`src/rtl/minmax_pkg.sv`:
```
// minmax_pkg: shared FSM state type and reset constants for minmax_tracker
package minmax_pkg;

    typedef enum logic [1:0] {
        IDLE  = 2'd0,
        ACCUM = 2'd1,
        DONE  = 2'd2
    } state_t;

    localparam state_t RST_STATE = IDLE;
    localparam logic   RST_VALID = 1'b0;

endpackage

```
`src/rtl/comparator.sv`:
```
// comparator: unsigned magnitude compare of a against b
module comparator #(
    parameter int SIZE = 8
) (
    input  logic [SIZE-1:0] a,
    input  logic [SIZE-1:0] b,
    output logic            is_a_greater,
    output logic            equal
);

    assign is_a_greater = a > b;
    assign equal        = a == b;

endmodule

```
`src/rtl/minmax_tracker.sv`:
```
// minmax_tracker: streaming packet min/max/count tracker; define MINMAX_INDEX_EN to add beat indices of the extremes
module minmax_tracker
    import minmax_pkg::*;
#(
    parameter int SIZE  = 8,
    parameter int CNT_W = 8
) (
    input  logic             clk,
    input  logic             rst,
    input  logic             in_valid,
    output logic             in_ready,
    input  logic [SIZE-1:0]  in_data,
    input  logic             in_last,
    output logic             out_valid,
    input  logic             out_ready,
    output logic [SIZE-1:0]  out_min,
    output logic [SIZE-1:0]  out_max,
`ifdef MINMAX_INDEX_EN
    output logic [CNT_W-1:0] out_min_idx,
    output logic [CNT_W-1:0] out_max_idx,
`endif
    output logic [CNT_W-1:0] out_count
);

    state_t            state, state_n;
    logic              accept;
    logic              gt_max, eq_max, gt_min, eq_min;
    logic              upd_max, upd_min;
    logic              sat;
    logic [CNT_W-1:0]  count_n;

    comparator #(.SIZE(SIZE)) u_cmp_max (
        .a            (in_data),
        .b            (out_max),
        .is_a_greater (gt_max),
        .equal        (eq_max)
    );

    comparator #(.SIZE(SIZE)) u_cmp_min (
        .a            (out_min),
        .b            (in_data),
        .is_a_greater (gt_min),
        .equal        (eq_min)
    );

    assign in_ready  = !rst && (state != DONE);
    assign out_valid = (state == DONE) ? 1'b1 : RST_VALID;
    assign accept    = in_valid && in_ready;
    assign upd_max   = gt_max && !eq_max;
    assign upd_min   = gt_min && !eq_min;
    assign sat       = &out_count;
    assign count_n   = sat ? out_count : out_count + CNT_W'(1);

    // state register
    always_ff @(posedge clk or posedge rst) begin
        if (rst)
            state <= RST_STATE;
        else
            state <= state_n;
    end

    // next state: first beat opens a packet, last beat closes it, result handshake returns to IDLE
    always_comb begin
        state_n = state;
        case (state)
            IDLE, ACCUM: state_n = accept ? (in_last ? DONE : ACCUM) : state;
            DONE:        state_n = out_ready ? IDLE : DONE;
            default:     state_n = IDLE;
        endcase
    end

    // running extremes and saturating beat count; ties keep the earlier sample
    always_ff @(posedge clk or posedge rst) begin
        if (rst) begin
            out_min   <= '0;
            out_max   <= '0;
            out_count <= '0;
        end else if (accept) begin
            if (state == IDLE) begin
                out_min   <= in_data;
                out_max   <= in_data;
                out_count <= CNT_W'(1);
            end else begin
                if (upd_min) out_min <= in_data;
                if (upd_max) out_max <= in_data;
                out_count <= count_n;
            end
        end
    end

`ifdef MINMAX_INDEX_EN
    // beat index of each extreme; the current count is the 0-based index of the incoming beat
    always_ff @(posedge clk or posedge rst) begin
        if (rst) begin
            out_min_idx <= '0;
            out_max_idx <= '0;
        end else if (accept) begin
            if (state == IDLE) begin
                out_min_idx <= '0;
                out_max_idx <= '0;
            end else begin
                if (upd_min) out_min_idx <= out_count;
                if (upd_max) out_max_idx <= out_count;
            end
        end
    end
`endif

endmodule

```
`config.mk`:
```
export PLATFORM = sky130hd
export DESIGN_NAME = minmax_tracker
export DESIGN_NICKNAME = d
export VERILOG_FILES = /design/src/rtl/minmax_pkg.sv /design/src/rtl/comparator.sv /design/src/rtl/minmax_tracker.sv
export SDC_FILE = /design/constraint.sdc
export NUM_CORES = 1
export LEC_CHECK = 0
export ABC_AREA = 1
export CAP_MARGIN = 40
export CORE_ASPECT_RATIO = 0.5
export CORE_MARGIN = 2
export CORE_UTILIZATION = 44
export DETAILED_ROUTE_END_ITERATION = 8
export PLACE_DENSITY = 0.77
export SLEW_MARGIN = 40
export SYNTH_ARGS = -nofsm -noshare
export SYNTH_HDL_FRONTEND = slang
export SYNTH_SLANG_ARGS = --single-unit
export TNS_END_PERCENT = 30
```
`constraint.sdc`:
```
create_clock -name clk -period 2.8 [get_ports clk]
set_input_delay 0.56 -clock clk [delete_from_list [all_inputs] [get_ports clk]]
set_output_delay 0.56 -clock clk [all_outputs]
set_load 0.01 [all_outputs]
```
==> impl_metrics.tcl, run 1 <==
set metrics [dict create \
    drtIter0Drc 43 \
    internal_power_uw 1000 \
    clk_pin_slew_ns 0.09 \
    drive_above_1_share_pct 6.226 \
    slew_headroom_pct 73.50 \
    finalSetupViolations 0 \
    insertion_delay_ns 0.27 \
    combinationalPowerShare_pct 43.6 \
    cp-end-kind "flip-flop" \
    gp_congestion 0.8183 \
    cts.hold.buffers_added 0 \
    fin_crit_ns 2.297 \
    io_pins 39 \
    antenna_cells 0 \
    die_w_um 90.68 \
    core.rowCount 15 \
    cts_buffers 3 \
    synthTopCellsByCount "nand2_1 (70), inv_1 (35), dfrtp_1 (26), nand3_1 (23), ha_1 (17)" \
    grt_max_degree 27 \
    clockBufferDepth 2 \
    synth-seq-cells 26 \
    rsz0062_at_grt "false" \
    fmax_mhz 435.3 \
    syn_nets 245 \
    pwr-share-clk_pct 20.1 \
    wl_met3_um 138 \
    dr.pass1.iters 4 \
    grt_pass1_vias 1335 \
    critPathKind "input port to flip-flop" \
    fp.coreArea_um2 3510 \
    period_share_pct 82.04 \
    worstPathCellList "clkdlybuf4s50_1, inv_1, ha_1, nand2_1, nor2_1, nand2_1, nand2_1, nand2_1, nand2_1, nand2_1, nand2_1, nand2_1" \
    drv_slew 0 \
    cp_max_fo 9 \
    yosysWarnings 0 \
    yosysMostFrequentCell "nand2_1" \
    ctsRootBufferMaster "clkbuf_8" \
    grt_pass1_wl_um 5699 \
    hold_violations 0 \
    yosysTopAreaCell "dfrtp_1" \
    final_util_pct 61.64 \
    switching_share_pct 35.36 \
    portBuffers 38 \
    synth.top_cell.area_share_pct 39.36 \
    synth_area_leaders "dfrtp_1 (39%), nand2_1 (16%), ha_1 (13%)" \
    drc 0 \
    ys_types 24 \
    avgSynthCellArea_um2 7.688 \
    nets 288 \
    cts_tree "built" \
    finalClockSkew_ns 0.002396 \
    synth_edf_count 0 \
    drt_wl_total_um 3512 \
    ys_seq_area_share_pct 39.36 \
    grt_usage_pct 17.30 \
    area_growth_pct 30.89 \
    grt_overflow 0 \
    wl_met2_um 1648 \
    htree_levels 1 \
    ff2ff_setup_slack_ns 0.99 \
    cts_sinks 26 \
    synthCells 215 \
    finalSetupTns_ns 0 \
    cts-resized-gates 0 \
    cpMaxStageDelayCell "clkdlybuf4s50_1" \
    postCtsSetupRepairBufs 0 \
    crit_start "in_data[7]" \
    switchingPower_uw 547.3 \
    die_h_um 47.34 \
    synth-main-ff-cell "dfrtp_1" \
    crit_path_max_incr_delay_ns 0.56 \
    hpwl_um 2782 \
    max_cap_violations 0 \
    dr_total_vias 1494 \
    peakVddDrop_v 0.0002337 \
    cp.arrival_ns 2.47 \
    pwr_density_cell_nw_per_um2 715.4 \
    worstReg2RegStart "out_min[7]" \
    die-area_um2 4293 \
    avgViaCountPerCell 4.851 \
    pwr-share-seq_pct 36.3 \
    hp-class "flip-flop to flip-flop" \
    wirelength_met1_um 1670 \
    leakage_uw 0.001145 \
    start_util_pct 47.09 \
    antenna_found_initial 0 \
    cpMostUsedCell "nand2_1" \
    hp-start "out_max[6]" \
    top_layer "met4" \
    worstPathRequired_ns 2.97 \
    wl_per_cell_um 11.40 \
    antenna_left 0 \
    start_kind "input port" \
    outcome "complete, no violations" \
    netlist_area_um2 1653 \
    synth-async-reset-ratio_pct 100.0 \
    tightest_slew_ns 0.3966 \
]
==> path summary, 6_finish.rpt <==
check                               endpoint  cells past startpoint
max in group asynchronous       out_count[0]                      3
worst max-delay path              out_min[6]                     12
min in group asynchronous       out_count[6]                      3
worst min-delay path              out_max[6]                      2
worst max register to register    out_min[6]                     10
worst min register to register    out_max[6]                      2
==> cells in the final DEF, fill, tap and decap left out, drive strengths merged <==
cell type,instances
nand2,72
o21ai,7
o22ai,1
buf,4
clkbuf,3
ha,17
nand3,23
inv,36
bufinv,1
nor2,7
nand4,4
and2,1
xnor2,1
dfrtp,26
clkdlybuf4s50,38
a21oi,6
nor3,3
xor2,2
a21o,3
nand3b,2
==> worst max-delay path, delay by kind of cell <==
| family | cells | cell delay [ns] |
|---|---|---|
| fa+ha+maj | 1 | 0.29 |
| buf+inv | 2 | 0.62 |
| simple gates | 9 | 0.98 |
==> cell type report <==
| class | count | area [um2] |
|---|---|---|
| clock buffers | 3 | 41.29 |
| clock inverters | 1 | 30.03 |
| fillers | 304 | 1346 |
| inverters | 36 | 135.1 |
| multi-input cells | 149 | 832.0 |
| flip-flops and latches | 26 | 650.6 |
| well taps | 51 | 63.81 |
| repair buffers | 42 | 410.4 |
==> per-layer routing <==
metal,up-vias,track usage [%]
li1,765,-
met1,698,20.93
met2,22,30.75
met3,9,4.976
met4,0,7.077
met5,-,0
==> sequential cells by signal, indices dropped and copies added (netlist names) <==
signal,cells
out_count,8
out_max,8
out_min,8
state,2
==> power by group through the flow <==
stage	combinational, uW	sequential (uW)	clock (uW)
6_report	674	562	311
5_1_grt	765	577	330
4_1_cts	684	563	319
3_5_place_dp	682	569	0
3_3_place_gp	657	564	0
2_1_floorplan	336	597	0
==> cells by family (layout without fill, tap and decap cells) <==
group,Yosys count,in the layout,share of synthesized area [%]
buffers and inverters,40,82,10.30
AND/OR/NAND/NOR,112,112,29.52
flip-flops,26,26,39.36
adder cells (fa/ha/maj),17,17,12.87
XOR/XNOR,3,3,1.590
AO/OA/AOI/OAI,17,17,6.359
==> through the flow <==
stage	instance area [um2]	cells	total power, uW	hold slack, ns	setup WS (ns)
5_1_grt	2163	308	1671	0.5484	0.3085
3_3_place_gp	2092	304	1221	0.4854	0.2630
2_1_floorplan	1653	215	932.9	0.5157	1.034
6_report	2163	308	1548	0.5129	0.5029
4_1_cts	2163	308	1565	0.5165	0.5130
3_5_place_dp	2092	304	1251	0.4958	0.2199
(Power assumes the default switching activity.)
==> run 2, diff against run 1 <==
==> constraint.sdc (replaced) <==
create_clock -name clk -period 2.35 [get_ports clk]
set_input_delay 0.47 -clock clk [delete_from_list [all_inputs] [get_ports clk]]
set_output_delay 0.47 -clock clk [all_outputs]
set_load 0.01 [all_outputs]
==> run 2 against run 1 <==
Compared with the run above:
- cell area rose by 1.0%
- routed wire length rose by 3.6%
- cell count rose by 0.97%
- register-to-register slack got worse by 0.33 ns
- sequential share of layout area fell by 0.31 points
==> impl_metrics.tcl, run 2 (synthesized netlist as in run 1, its figures left out) <==
set metrics [dict create \
    cp_num_cells 12 \
    hp-class "flip-flop to flip-flop" \
    antenna_left 0 \
    avgViaCountPerCell 4.810 \
    grt_overflow 0 \
    io_pins 39 \
    cts_buffers 3 \
    die_h_um 47.34 \
    period_share_pct 89.04 \
    grt_max_degree 27 \
    cts_tree "built" \
    slew_headroom_pct 72.36 \
    mostFrequentLayoutCells "nand2_1 (70), clkdlybuf4s50_1 (38), inv_1 (35)" \
    hold_violations 0 \
    peakVddDrop_v 0.0002483 \
    fin_crit_ns 2.092 \
    crit_end "out_min[6]" \
    finalSetupTns_ns 0 \
    fillers 300 \
    reg.largest.list "out_count: 8 flops, out_max: 8 flops, out_min: 8 flops" \
    rsz0062_at_grt "false" \
    fmax_mhz 477.9 \
    antenna_found_initial 0 \
    p_total_uw 1865 \
    cp_max_fo 8 \
    crit_buf_inv 2 \
    portBuffers 38 \
    finalSetupViolations 0 \
    die-area_um2 4293 \
    finalClockSkew_ns 0.003547 \
    worstPathRequired_ns 2.52 \
    drt_wl_total_um 3640 \
    worstReg2RegStart "out_min[7]" \
    clk_pin_slew_ns 0.09 \
    drc 0 \
    regArea_um2 650.6 \
    dp_slack_ns -0.001845 \
    tightest_slew_ns 0.4135 \
    multi_input_area_um2 832.0 \
    ff2ff_setup_slack_ns 0.66 \
    crit_path_max_incr_delay_ns 0.55 \
    start_kind "input port" \
    dr.pass1.iters 4 \
    area_growth_pct 32.25 \
    grt_pass1_wl_um 5823 \
    final_common_cell "nand2_1" \
    hpwl_um 2852 \
    htree_levels 1 \
    start_util_pct 47.09 \
    layout_setup_ws_ns 0.2575 \
    clockBufferDepth 2 \
    drtIter0Drc 86 \
    cts_sinks 26 \
    antenna_cells 0 \
    ctsRootBufferMaster "clkbuf_8" \
    cts.hold.buffers_added 0 \
    cpMostUsedCell "nand2_1" \
    final_util_pct 62.28 \
    drive_above_1_share_pct 7.308 \
    die_w_um 90.68 \
    reg2reg_depth 10 \
    postCtsSetupRepairBufs 0 \
    gp_congestion 0.8084 \
    max_cap_violations 0 \
    grt_pass1_vias 1276 \
    cp.arrival_ns 2.27 \
    leakage_uw 0.001159 \
    wl_per_cell_um 11.70 \
    core.rowCount 15 \
    pwr_density_cell_nw_per_um2 853.4 \
    drv_slew 0 \
    fp.coreArea_um2 3510 \
    critPathKind "input port to flip-flop" \
    r2r_end "out_min[6]" \
    cp_top_family "simple AND/OR/NAND/NOR gates" \
    dr_total_vias 1496 \
    cpMaxStageDelayCell "clkdlybuf4s50_1" \
    cts-resized-gates 0 \
    crit_start "in_data[7]" \
    grt_usage_pct 18.07 \
    outcome "complete, no violations" \
    nets 291 \
    worstPathCellList "clkdlybuf4s50_1, inv_1, ha_1, nand2_1, nor2_1, nand2_1, nand2_1, nand2_1, nand2_1, nand2_1, nand2_1, nand2_1" \
    insertion_delay_ns 0.28 \
    cp-end-kind "flip-flop" \
]
-- run 2: report_power, final --
part	switching (uW)	leakage [uW]	internal (uW)	total [uW]
logic	413	0.000791	410	823
clock network	147	0.0000357	228	375
registers	103	0.000333	565	667
total	663	0.00116	1200	1870
-- run 2: worst min path at each step --
stage / start / end / slack [ns] / cells past startpoint
global placement: out_max[7] / out_max[7] / 0.48 / 2
detailed placement: out_max[5] / out_max[5] / 0.49 / 2
floorplan: rst / out_count[0] / 0.51 / 1
finish: out_min[0] / out_min[0] / 0.50 / 2
CTS: out_max[5] / out_max[5] / 0.51 / 2
global route: out_min[0] / out_min[0] / 0.54 / 2
-- run 2: stage by stage --
stage / hold WS, ns / std cells / instance area, um2
6_report: 0.5017 / 311 / 2186
4_1_cts: 0.5100 / 311 / 2186
3_5_place_dp: 0.4890 / 307 / 2115
2_1_floorplan: 0.5100 / 215 / 1653
3_3_place_gp: 0.4799 / 307 / 2115
5_1_grt: 0.5352 / 311 / 2186
-- run 2: metal layers --
layer	up-vias	share of wire (%)	track usage, %
met2	32	47	32.54
li1	774	-	-
met4	0	1.3	6.462
met3	4	3.5	3.852
met1	686	48	22.72
met5	-	0	0
-- run 2: final cells by class --
| type | instances | area share [%] |
|---|---|---|
| Sequential cell | 26 | 29.77 |
| Tap cell | 51 | 2.919 |
| Clock inverter | 1 | 1.374 |
| Clock buffer | 3 | 1.889 |
| Timing Repair Buffer | 45 | 19.81 |
| Multi-Input combinational cell | 149 | 38.07 |
| Inverter | 36 | 6.182 |
-- run 2: worst register-to-register path, cell delays in order, from the launching register on --
cell and delay (ns):
dfrtp_1 0.41, ha_1 0.30, nand2_1 0.08, nor2_1 0.15, nand2_1 0.09, nand2_1 0.06
nand2_1 0.04, nand2_1 0.08, nand2_1 0.20, nand2_1 0.11, nand2_1 0.05
==> run 3, diff against run 2 <==
--- a/config.mk
+++ b/config.mk
@@ -5,13 +5,12 @@
 export SDC_FILE = /design/constraint.sdc
 export NUM_CORES = 1
 export LEC_CHECK = 0
-export ABC_AREA = 1
 export CAP_MARGIN = 40
 export CORE_ASPECT_RATIO = 0.5
 export CORE_MARGIN = 2
 export CORE_UTILIZATION = 44
 export DETAILED_ROUTE_END_ITERATION = 8
-export PLACE_DENSITY = 0.77
+export PLACE_DENSITY = 0.76
 export SLEW_MARGIN = 40
 export SYNTH_ARGS = -nofsm -noshare
 export SYNTH_HDL_FRONTEND = slang
==> constraint.sdc (replaced) <==
create_clock -name clk -period 2.35 [get_ports clk]
set_input_delay 0.235 -clock clk [delete_from_list [all_inputs] [get_ports clk]]
set_output_delay 0.235 -clock clk [all_outputs]
set_load 0.01 [all_outputs]
==> run 3 against run 2 <==
Compared with the run above:
- register-to-register slack got worse by 0.28 ns
- combinational power rose by 51%
- synthesized area rose by 3.5%
- via count rose by 4.3%
- worst hold slack got worse by 0.19 ns
- sequential cell count did not move
- highest routed layer unchanged
- sequential share of layout area fell by 1.5 points
- cell area rose by 5.3%
- fmax rose by 0.41%
- global-route usage rose by 3.1 points
- first-iteration DRC count rose by 34%
- clock skew rose by 0.0033 ns
==> impl_metrics.tcl, run 3 <==
set metrics [dict create \
    outcome "complete, no violations" \
    grt_usage_pct 21.17 \
    worstPathCellList "clkdlybuf4s50_1, inv_1, ha_1, nand4_1, nor2_1, nor2_1, a32o_2, a221o_1" \
    cp.arrival_ns 2.24 \
    avgSynthCellArea_um2 10.06 \
    clk_pin_slew_ns 0.10 \
    finalSetupViolations 0 \
    slew_headroom_pct 65.02 \
    synthCells 170 \
    top_layer "met4" \
    leakage_uw 0.001076 \
    finalClockSkew_ns 0.006872 \
    fin_crit_ns 2.084 \
    ys_types 32 \
    crit_start "in_data[4]" \
    gp_congestion 0.8762 \
    cpMaxStageDelayCell "clkdlybuf4s50_1" \
    io_pins 39 \
    antenna_cells 0 \
    dr.pass1.iters 4 \
    hpwl_um 3303 \
    htree_levels 1 \
    yosysWarnings 0 \
    grt_overflow 0 \
    wirelength_met1_um 2043 \
    tightest_slew_ns 0.5218 \
    cts-resized-gates 0 \
    synth_area_leaders "dfrtp_1 (38%), ha_1 (12%), a221o_1 (9.4%)" \
    drtIter0Drc 115 \
    rsz0062_at_grt "false" \
    grt_pass1_wl_um 7038 \
    grt_pass1_vias 1493 \
    synth.top_cell.area_share_pct 38.04 \
    hold_slack_ns 0.3073 \
    period_share_pct 88.68 \
    crit_buf_inv 2 \
    drt_wl_total_um 4293 \
    wl_met2_um 2016 \
    pwr_density_cell_nw_per_um2 1054 \
    fmax_mhz 479.9 \
    dr_total_vias 1561 \
    synth-seq-cells 26 \
    start_kind "input port" \
    synthTopCellsByCount "dfrtp_1 (26), inv_1 (19), ha_1 (17), a221o_1 (16), a22o_1 (16)" \
    reg.largest.list "out_count: 8 flops, out_max: 8 flops, out_min: 8 flops" \
    cp_top_family "buffers and inverters" \
    postCtsSetupRepairBufs 0 \
    start_util_pct 47.71 \
    cts.hold.buffers_added 0 \
    peakVddDrop_v 0.0005099 \
    cts_sinks 26 \
    wl_met3_um 207 \
    antenna_left 0 \
    cpMostUsedCell "nor2_1" \
    drive_above_1_share_pct 12.61 \
    nets 253 \
    antenna_found_initial 0 \
    fp.coreArea_um2 3585 \
    drc 0 \
    mostFrequentLayoutCells "clkdlybuf4s50_1 (38), dfrtp_1 (26), inv_1 (19)" \
    portBuffers 38 \
    worstReg2RegStart "out_max[1]" \
    synth_edf_count 0 \
    drv_slew 0 \
    die-area_um2 4432 \
    synth-main-ff-cell "dfrtp_1" \
    avgViaCountPerCell 5.718 \
    core.rowCount 15 \
    cp-end-kind "flip-flop" \
    syn_nets 200 \
    area_growth_pct 34.60 \
    final_util_pct 64.22 \
    cts_tree "built" \
    ctsRootBufferMaster "clkbuf_8" \
    yosysTopAreaCell "dfrtp_1" \
    fillers 301 \
    synth-async-reset-ratio_pct 100.0 \
    final_common_cell "clkdlybuf4s50_1" \
    ys_seq_area_share_pct 38.04 \
    netlist_area_um2 1710 \
    crit_path_max_incr_delay_ns 0.63 \
    critPathKind "input port to flip-flop" \
    hold_violations 0 \
    cts_buffers 3 \
    worstPathRequired_ns 2.51 \
    die_w_um 92.18 \
    grt_max_degree 17 \
    yosysMostFrequentCell "dfrtp_1" \
    die_h_um 48.09 \
    clockBufferDepth 2 \
    cp_max_fo 8 \
    insertion_delay_ns 0.28 \
    hp-class "input port to asynchronous set/reset pin" \
    wl_per_cell_um 15.73 \
    max_cap_violations 0 \
]
[run 3: changes by cell type in the layout (fill, tap and decap cells not counted), moves of 4 or more]
cell     change
nor2_1       +7
inv_1       -16
a22o_1      +16
buf_4        +6
xnor2_1      +4
a221o_1     +16
nand2_1     -66
nand3_1     -18
[run 3: cell families after synthesis]
logic type | synth area share [%]
buffers and inverters | 5.413
AO/OA/AOI/OAI | 25.97
AND/OR/NAND/NOR | 15.58
XOR/XNOR | 2.560
flip-flops | 38.04
adder cells (fa/ha/maj) | 12.44
[run 3: worst reg2reg max path, stage by stage (launching register included)]
cell	delay (ns)
dfrtp_1	0.40
inv_1	0.06
ha_1	0.29
nor2b_1	0.13
o211ai_1	0.16
a21oi_1	0.12
a32o_2	0.34
a221o_1	0.37
[run 3: final timing paths]
| check | endpoint | cells past startpoint | slack (ns) |
|---|---|---|---|
| setup / recovery | out_min[6] | 8 | 0.27 |
| setup reg to reg | out_max[5] | 7 | 0.38 |
| hold / removal | out_count[1] | 2 | 0.31 |
| hold reg to reg | state[0] | 1 | 0.57 |
| max in group asynchronous | out_max[1] | 3 | 1.45 |
| min in group clk | state[1] | 2 | 0.51 |
[run 3: area by class of cell]
class / instances / area (um2) / area share (%)
repair buffers: 51 / 478.0 / 20.76
well taps: 51 / 63.81 / 2.772
multi-input cells: 122 / 967.2 / 42.01
flip-flops and latches: 26 / 650.6 / 28.26
inverters: 19 / 71.32 / 3.098
clock buffers: 3 / 41.29 / 1.793
clock inverters: 1 / 30.03 / 1.304
[run 3: per-stage QoR]
stage                     std cells  setup slack [ns]  power, uW  instance area (um2)  TNS [ns]
after floorplan                 170            0.4783       1479                 1710         0
after global placement          269           0.03169       1992                 2231         0
after detailed placement        269          -0.01009       2050                 2231  -0.01622
after CTS                       273            0.2780       2431                 2302         0
after global routing            273            0.1395       2606                 2302         0
final                           273            0.2661       2428                 2302         0
[run 3: power by group]
group | total [uW] | switching, uW | internal [uW]
sequential | 805 | 194 | 612
combinational | 1240 | 542 | 701
clock | 379 | 151 | 228
[run 3: routing by layer]
metal / GRT usage [%] / vias to the layer above
li1: - / 755
met4: 3.582 / 0
met5: 0 / -
met1: 27.90 / 765
met2: 38.38 / 39
met3: 4.252 / 2
